### src/rtl/fetch_unit_pkg.sv
// fetch_unit_pkg -- shared constants and types for the instruction fetch stage.
//
// Contents:
//   INSTR_W           instruction word width
//   RESET_PC_DEFAULT  default PC loaded on reset (word aligned)
//   fetch_entry_t     one queue entry: {instr, pc, pc_plus4}, 96 bits
//   word_align()      clears the byte-offset bits of an address
//
// Optional feature macro used by this slice: FETCH_ALIGN_CHECK_EN
// (misaligned redirect raises a sticky fault and halts fetch).
package fetch_unit_pkg;

  localparam int          INSTR_W          = 32;
  localparam logic [31:0] RESET_PC_DEFAULT = 32'h0000_0000;

  typedef struct packed {
    logic [INSTR_W-1:0] instr;
    logic [31:0]        pc;
    logic [31:0]        pc_plus4;
  } fetch_entry_t;

  localparam int ENTRY_W = $bits(fetch_entry_t);

  function automatic logic [31:0] word_align(input logic [31:0] addr);
    return {addr[31:2], 2'b00};
  endfunction

endpackage

### src/rtl/fetch_queue.sv
// fetch_queue -- parameterised synchronous FIFO between imem response and decode.
//
// Parameters:
//   DEPTH   number of entries (power of two, >= 2)
//   DATA_W  entry width
// Ports:
//   clk, reset      clock, asynchronous active-high reset (pointers/count only)
//   push, push_data write one entry (caller guarantees no overflow)
//   pop             remove head (caller guarantees not empty)
//   flush           empty the queue; overrides push and pop
//   count           current occupancy
//   head            entry at the read pointer
module fetch_queue #(
  parameter  int DEPTH  = 2,
  parameter  int DATA_W = 96,
  localparam int PTR_W  = (DEPTH > 1) ? $clog2(DEPTH) : 1,
  localparam int CNT_W  = $clog2(DEPTH) + 1
) (
  input  logic              clk,
  input  logic              reset,
  input  logic              push,
  input  logic [DATA_W-1:0] push_data,
  input  logic              pop,
  input  logic              flush,
  output logic [CNT_W-1:0]  count,
  output logic [DATA_W-1:0] head
);

  logic [DATA_W-1:0] mem [DEPTH];
  logic [PTR_W-1:0]  wr_ptr;
  logic [PTR_W-1:0]  rd_ptr;

  // Pointers wrap naturally because DEPTH is a power of two.
  always_ff @(posedge clk or posedge reset) begin
    if (reset) begin
      wr_ptr <= '0;
      rd_ptr <= '0;
      count  <= '0;
    end else if (flush) begin
      wr_ptr <= '0;
      rd_ptr <= '0;
      count  <= '0;
    end else begin
      if (push) wr_ptr <= wr_ptr + PTR_W'(1);
      if (pop)  rd_ptr <= rd_ptr + PTR_W'(1);
      count <= count + {{(CNT_W-1){1'b0}}, push} - {{(CNT_W-1){1'b0}}, pop};
    end
  end

  // Storage carries no reset; validity is tracked by count.
  always_ff @(posedge clk) begin
    if (push && !flush) mem[wr_ptr] <= push_data;
  end

  assign head = mem[rd_ptr];

endmodule

### src/rtl/fetch_unit.sv
// fetch_unit -- MIPS instruction fetch stage.
//
// Owns the PC, issues word reads to instruction memory (1-cycle read latency)
// and delivers {instr, pc, pc+4} to decode over a valid/ready handshake.
// Redirects from execute flush the queue and toggle an epoch so that the
// wrong-path word still in flight is discarded.
//
// Parameters:
//   RESET_PC     PC loaded on reset (word aligned)
//   QUEUE_DEPTH  instruction queue entries (power of two, >= 2)
// Ports:
//   clk, reset                 clock, asynchronous active-high reset
//   imem_req, imem_addr        read request / word-aligned byte address
//   imem_rdata                 read data, valid the cycle after imem_req
//   redirect_valid/_pc         PC replacement from execute
//   out_valid/out_ready        handshake to decode
//   out_instr/out_pc/out_pc_plus4  head entry (zero while out_valid is low)
//   fault                      sticky misaligned-redirect flag
//                              (only when FETCH_ALIGN_CHECK_EN is defined)
//
// Macro: FETCH_ALIGN_CHECK_EN -- misaligned redirect sets fault and halts
// fetch. Undefined: redirect_pc[1:0] is ignored and fetch continues.
module fetch_unit
  import fetch_unit_pkg::*;
#(
  parameter logic [31:0] RESET_PC    = RESET_PC_DEFAULT,
  parameter int          QUEUE_DEPTH = 2
) (
  input  logic               clk,
  input  logic               reset,
  output logic               imem_req,
  output logic [31:0]        imem_addr,
  input  logic [INSTR_W-1:0] imem_rdata,
  input  logic               redirect_valid,
  input  logic [31:0]        redirect_pc,
  output logic               out_valid,
  input  logic               out_ready,
  output logic [INSTR_W-1:0] out_instr,
  output logic [31:0]        out_pc,
  output logic [31:0]        out_pc_plus4
`ifdef FETCH_ALIGN_CHECK_EN
  ,
  output logic               fault
`endif
);

  localparam int              CNT_W   = $clog2(QUEUE_DEPTH) + 1;
  localparam logic [CNT_W:0]  DEPTH_L = (CNT_W+1)'(QUEUE_DEPTH);

  logic [31:0]      pc;
  logic             inflight;
  logic [31:0]      inflight_pc;
  logic             epoch;
  logic             inflight_epoch;
  logic             halted;

  logic [CNT_W-1:0] q_count;
  fetch_entry_t     q_head;
  fetch_entry_t     push_entry;
  logic             push;
  logic             pop;
  logic [CNT_W:0]   occ;

  assign out_valid = (q_count != '0);
  assign pop       = out_valid && out_ready;

  // Occupancy after this cycle, counting the response landing now.
  assign occ = {1'b0, q_count} + {{CNT_W{1'b0}}, inflight} - {{CNT_W{1'b0}}, pop};

  assign imem_req  = !reset && !redirect_valid && !halted && (occ < DEPTH_L);
  assign imem_addr = pc;

  // A redirect this cycle flushes, so the arriving word is dropped too.
  assign push       = inflight && (inflight_epoch == epoch) && !redirect_valid;
  assign push_entry = '{instr: imem_rdata, pc: inflight_pc, pc_plus4: inflight_pc + 32'd4};

`ifdef FETCH_ALIGN_CHECK_EN
  assign halted = fault;
`else
  assign halted = 1'b0;
`endif

  // Issue stage: PC, in-flight tracking and redirect handling.
  always_ff @(posedge clk or posedge reset) begin
    if (reset) begin
      pc             <= RESET_PC;
      inflight       <= 1'b0;
      epoch          <= 1'b0;
      inflight_epoch <= 1'b0;
`ifdef FETCH_ALIGN_CHECK_EN
      fault          <= 1'b0;
`endif
    end else if (redirect_valid) begin
      pc       <= word_align(redirect_pc);
      epoch    <= ~epoch;
      inflight <= 1'b0;
`ifdef FETCH_ALIGN_CHECK_EN
      if (redirect_pc[1:0] != 2'b00) fault <= 1'b1;
`endif
    end else begin
      inflight <= imem_req;
      if (imem_req) begin
        pc             <= pc + 32'd4;
        inflight_epoch <= epoch;
      end
    end
  end

  always_ff @(posedge clk) begin
    if (imem_req) inflight_pc <= pc;
  end

  // Response stage: word enters the queue; outputs come only from queue storage.
  fetch_queue #(
    .DEPTH  (QUEUE_DEPTH),
    .DATA_W (ENTRY_W)
  ) u_queue (
    .clk       (clk),
    .reset     (reset),
    .push      (push),
    .push_data (push_entry),
    .pop       (pop),
    .flush     (redirect_valid),
    .count     (q_count),
    .head      (q_head)
  );

  assign out_instr    = out_valid ? q_head.instr    : '0;
  assign out_pc       = out_valid ? q_head.pc       : '0;
  assign out_pc_plus4 = out_valid ? q_head.pc_plus4 : '0;

endmodule

### config.mk
export PLATFORM = sky130hd
export DESIGN_NAME = fetch_unit
export DESIGN_NICKNAME = d
export VERILOG_FILES = /design/src/rtl/fetch_unit_pkg.sv /design/src/rtl/fetch_queue.sv /design/src/rtl/fetch_unit.sv
export SDC_FILE = /design/constraint.sdc
export NUM_CORES = 1
export LEC_CHECK = 0
export ABC_AREA = 0
export BUFFER_PORTS_ARGS = -buffer_cell sky130_fd_sc_hd__buf_2
export CORE_MARGIN = 1
export CORE_UTILIZATION = 50
export CTS_CLUSTER_DIAMETER = 60
export DETAILED_ROUTE_END_ITERATION = 8
export GPL_TIMING_DRIVEN = 1
export PLACE_DENSITY = 0.71
export SLEW_MARGIN = 10
export SYNTH_ARGS = -nofsm -noshare
export SYNTH_HDL_FRONTEND = slang
export SYNTH_SLANG_ARGS = --single-unit
### constraint.sdc
create_clock -name clk -period 14.8 [get_ports clk]
set_input_delay 1.48 -clock clk [delete_from_list [all_inputs] [get_ports clk]]
set_output_delay 1.48 -clock clk [all_outputs]
set_load 0.01 [all_outputs]
# Word-level counts from Yosys, hierarchy flattened
# Memories as Yosys holds them, arrays and structs flattened.
# Index checks and enable logic that the tools add are counted.
# word_totals
inputBits	68
word_cells	47
ramBits	192
output_inout_bits	130
n_memories	1
regBits	71
mem_bits_ro	0
latch_bits	0
# memory_table
memory	words	word_bits	rd	rd_clocked_by_memory_dff	wr	line	source
u_queue.mem	2	96	1	0	1	fetch_queue.sv:29	logic [DATA_W-1:0] mem [DEPTH];
# classes
addsub	8
multipliers	0
order_cmp	1
n_mux	13
shifts	0
bitwise	2
div_mod_pow	0
eq_ne	1
reduce_logical	13
# ops
operator	n
$mux W32	5
$add A32 B3 Y32 const B	2
$reduce_bool A2 Y1	4
$mux W1	7
$logic_and A1 B1 Y1	6
$add A2 B1 Y3	1
$lt A3 B2 Y1 const B	1
$sub A3 B1 Y3	1
$add A1 B1 Y1 const B	2
$add A2 B1 Y2	1
$logic_not A1 Y1	2
$mux W2	1
$not A1 Y1	2
$reduce_and A2 Y1	1
$sub A2 B1 Y2	1
$eq A1 B1 Y1	1

# Depth between registers and ports, before layout
# depth
ltp_word	7
depth_mapped	13
depth_no_buf	12

# Hierarchy
# A second synthesis with hierarchy kept.
# unflattened
hier_cells	770
hier_area_um2	11363.4
# by_module_without_submodules
mod	cells_per_inst	area_each_um2	seq_area_each_um2	instances
fetch_queue	317	7255.7	5865.6	1
fetch_unit	453	4107.7	1726.7	1

# Worst setup path after synthesis
# No wires, ideal clock.
# synth_path
kind	input to register
startpoint	in redirect_valid
endpoint	mem u_queue.mem[0][10], enable pin
cell_stages	3
path_buffers	2
setup_ps	656
setup_slack_ps	5995
required_time_ps	14144
arrival_time_ps	8149
path_cell_list	clkbuf_1 buf_1 nor3_1
# synth_via
elab_chain_len	5
# synth_rtl
item	line	source
start: declaration	fetch_unit.sv:34	input logic redirect_valid,
$logic_not A1 Y1 *	fetch_queue.sv:52, fetch_unit.sv:74	
$logic_and A1 B1 Y1	fetch_unit.sv:74	assign push = inflight && (inflight_epoch == epoch) && !redirect_valid;
$logic_and A1 B1 Y1 *	fetch_queue.sv:52	if (push && !flush) mem[wr_ptr] <= push_data;
$mux W1 *	fetch_queue.sv:52	
$mux W1 (implied by the code) *	fetch_queue.sv:52	
end: declaration	fetch_queue.sv:29	
# Mark *: on every way between the ends. The rest lies on a longest branch, timed or not.

# Worst setup path after layout
# layout_path
startpoint	in out_ready
endpoint	out imem_req
# layout_via
elab_chain_len	4
# layout_rtl
item	line	source
start: declaration	fetch_unit.sv:37	input logic out_ready,
$logic_and A1 B1 Y1	fetch_unit.sv:65	assign pop = out_valid && out_ready;
$sub A3 B1 Y3	fetch_unit.sv:68	assign occ = {1'b0, q_count} + {{CNT_W{1'b0}}, inflight} - {{CNT_W{1'b0}}, pop};
$lt A3 B2 Y1	fetch_unit.sv:70	assign imem_req = !reset && !redirect_valid && !halted && (occ < DEPTH_L);
$logic_and A1 B1 Y1	fetch_unit.sv:70	
end: declaration	fetch_unit.sv:31	output logic imem_req,
# No other way between the ends.

==> results.toml <==
[floorplanning]
die_y_um = 147
design.core.area_um2 = 20500
fp.dieW_um = 147
fp-row-count = 52
ioPinCount = 198
initial_core_util = 0.516
die_area_um2 = 21800

[synthesis]
synth_top_cell_by_area = "edfxtp_1"
synthFlopType = "edfxtp_1"
synth_warnings = 0
yosysSeqAreaShare = 0.695
synth-seq-cells = 251
netlist_top_cells_count = "edfxtp_1, nor2_1, mux2i_1"
synth.most_common_cell = "edfxtp_1"
synth.distinct_cells = 47
syn_area_um2 = 10600
synth_edf_count = 214
avgSynthCellArea_um2 = 13.7
syn_inst = 770
synth_top_cell_area_share = 0.607
async_reset_ff_frac = 0.147
synth.area.top_cells = "edfxtp_1, mux2i_1, dfrtp_1, nor2_1, xnor2_1"

[sta]
tightestPinTransition_ns = 1.11
slew_headroom = 0.257
finClkSkew_ns = 0.0200
finalMaxSlewViolations = 0
tns_ns = 0
min_period_ns = 4.99
post-route-period-util = 0.337
hold_viol = 0
max_freq_mhz = 200
rsz0062_at_grt = "false"
finalSetupViolCount = 0

[min_path]
min_path_type = "register to register"
hold_depth = 2
hold-path-endpoint = "inflight_epoch"
min_from = "inflight_epoch"

[pwr]
power_frac_clock = 0.265
peakVddDrop_uv = 152
p_comb_frac = 0.268
p_leak_nw = 4.75
p_int_mw = 1.53
power_frac_seq = 0.468
p_sw_mw = 0.746
power.density_nw_per_um2 = 181
swShare = 0.328

[clock_network]
cts_resized = 0
clock_latency_ns = 0.52
cts_buffer_depth = 3
cts_buffers = 26
hold_buffers = 0
cts.sink_count = 251
post-cts-setup-buffers = 0
cts_tree = "done"
clk_pin_slew_worst_paths_ns = 0.06
root_buffer = "clkbuf_16"
htree_levels = 1

[global_route]
grt_pass1_vias = 6471
grt_antenna_before_repair = 0
grt_first_pass_wirelength_mm = 33.4
grt_use_total = 0.193
grt_max_degree = 94
overflow = 0

[placement]
hpwl_mm = 13.2
io_buffers = 189
gp_congestion = 0.791
dp_cells = 1202

[layout]
area_growth_pct = 19.0
fin_nets = 1034
fill_cells = 1643
diodes = 0
final_layout_size_suffix_gt1_frac = 0.250
final_cells = 1250

[critical_path]
path_class = "primary input to output pin"
crit_path_max_fanout = 41
cp.arrival_ns = 3.51
crit_required_ns = 13.32
startpoint = "out_ready"
r2r_setup_slack_ns = 10.95
reg2regPathDepth = 14
cp-end-kind = "output pin"
start_kind = "primary input"
r2r-end = "imem_addr[5]"
r2r-start = "u_queue.count[1]"

[route]
route.detailed.vias_per_inst = 5.33
drc = 0
drt_iter0_drc = 396
drtAntennaViolNets = 0
post_drt_wl_per_cell_um = 16.8
first_pass_iters = 4
wirelength_mm = 21.0
routed-via-count = 6666

[job]
drv_cap = 0

[run_status]
status = "completed"
[routing by layer]
metal  routed length, um  up-vias  GRT usage
met2                9650      240      0.304
met1                9590     3181      0.280
met4                 324        0     0.0485
met5                   0        -          0
li1                    -     3210          -
met3                1420       35     0.0333
[layout by cell type, fill, tap and decap left out, drive strengths merged, types with 2 or more instances in the layout]
master	count
edfxtp	214
buf	199
nor2	124
mux2i	93
nand2	47
clkbuf	44
dfrtp	37
nand3	32
o21ai	24
xnor2	21
nand4	18
xor2	16
inv	12
a21oi	10
and3	8
nor3	7
nor2b	6
conb	6
a221o	6
ha	5
nor4	5
o211ai	4
a32oi	4
a22oi	4
and4	4
clkinv	4
nor3b	3
a31oi	3
a41oi	3
or4	3
and2	3
o311ai	3
nand2b	2
[power by group through the flow]
| stage | combinational (mW) | sequential [mW] | clock [mW] |
|---|---|---|---|
| 5_1_grt | 0.677 | 1.08 | 0.644 |
| 4_1_cts | 0.619 | 1.06 | 0.614 |
| 3_5_place_dp | 0.617 | 1.08 | 0 |
| 6_report | 0.610 | 1.06 | 0.602 |
| 2_1_floorplan | 0.414 | 1.04 | 0 |
| 3_3_place_gp | 0.607 | 1.07 | 0 |
[metrics by stage]
step | hold slack (ns) | area (um2) | utilization | power, mW | setup WS, ns
finish | 0.517 | 12600 | 0.614 | 2.28 | 9.81
global route | 0.549 | 12600 | 0.614 | 2.40 | 9.66
CTS | 0.506 | 12600 | 0.614 | 2.30 | 9.79
detailed placement | 0.492 | 11800 | 0.575 | 1.69 | 9.78
global placement | 0.480 | 11800 | 0.575 | 1.68 | 9.81
floorplan | 0.466 | 10600 | - | 1.45 | 5.99
[cell type report]
type	count	area, um2	area share
Sequential cell	251	7360	0.584
Multi-Input combinational cell	470	3030	0.241
Timing Repair Buffer	199	1020	0.0811
Clock buffer	44	779	0.0619
Tap cell	270	338	0.0268
Inverter	12	45.0	0.00358
Clock inverter	4	17.5	0.00139
[critical path, stage by stage]
cell	delay, ns
buf_2	0.08
nor2b_1	0.20
ha_1	0.26
inv_1	0.07
nand2_1	0.07
fa_1	0.37
xor2_1	0.15
or3_1	0.34
buf_4	0.27
inv_2	0.09
buf_2	0.12
[cells by family (layout without fill, tap and decap cells)]
group | Yosys count | count (layout) | synth area share
compound gates | 63 | 63 | 0.0390
xor+xnor | 37 | 37 | 0.0306
fa+ha+maj | 6 | 6 | 0.00780
buf+inv | 54 | 259 | 0.0219
flops | 251 | 251 | 0.695
mux | 93 | 93 | 0.0880
other cells | 1 | 6 | 0.000354
simple gates | 265 | 265 | 0.118
[worst max-delay path by stage]
stage	to	slack (ns)	cells after the start
floorplan	u_queue.mem[0][10]	5.99	3
global placement	imem_req	9.81	11
detailed placement	imem_req	9.78	11
CTS	imem_req	9.79	11
global route	imem_req	9.66	11
finish	imem_req	9.81	11
[state kept, by name, summed over array words and instances (netlist names)]
signal          count
inflight_pc        30
u_queue.rd_ptr      1
u_queue.count       2
u_queue.wr_ptr      1
inflight            1
inflight_epoch      1
imem_addr          30
u_queue.mem       184
epoch               1
No activity file was read; power rests on OpenSTA's default activity.
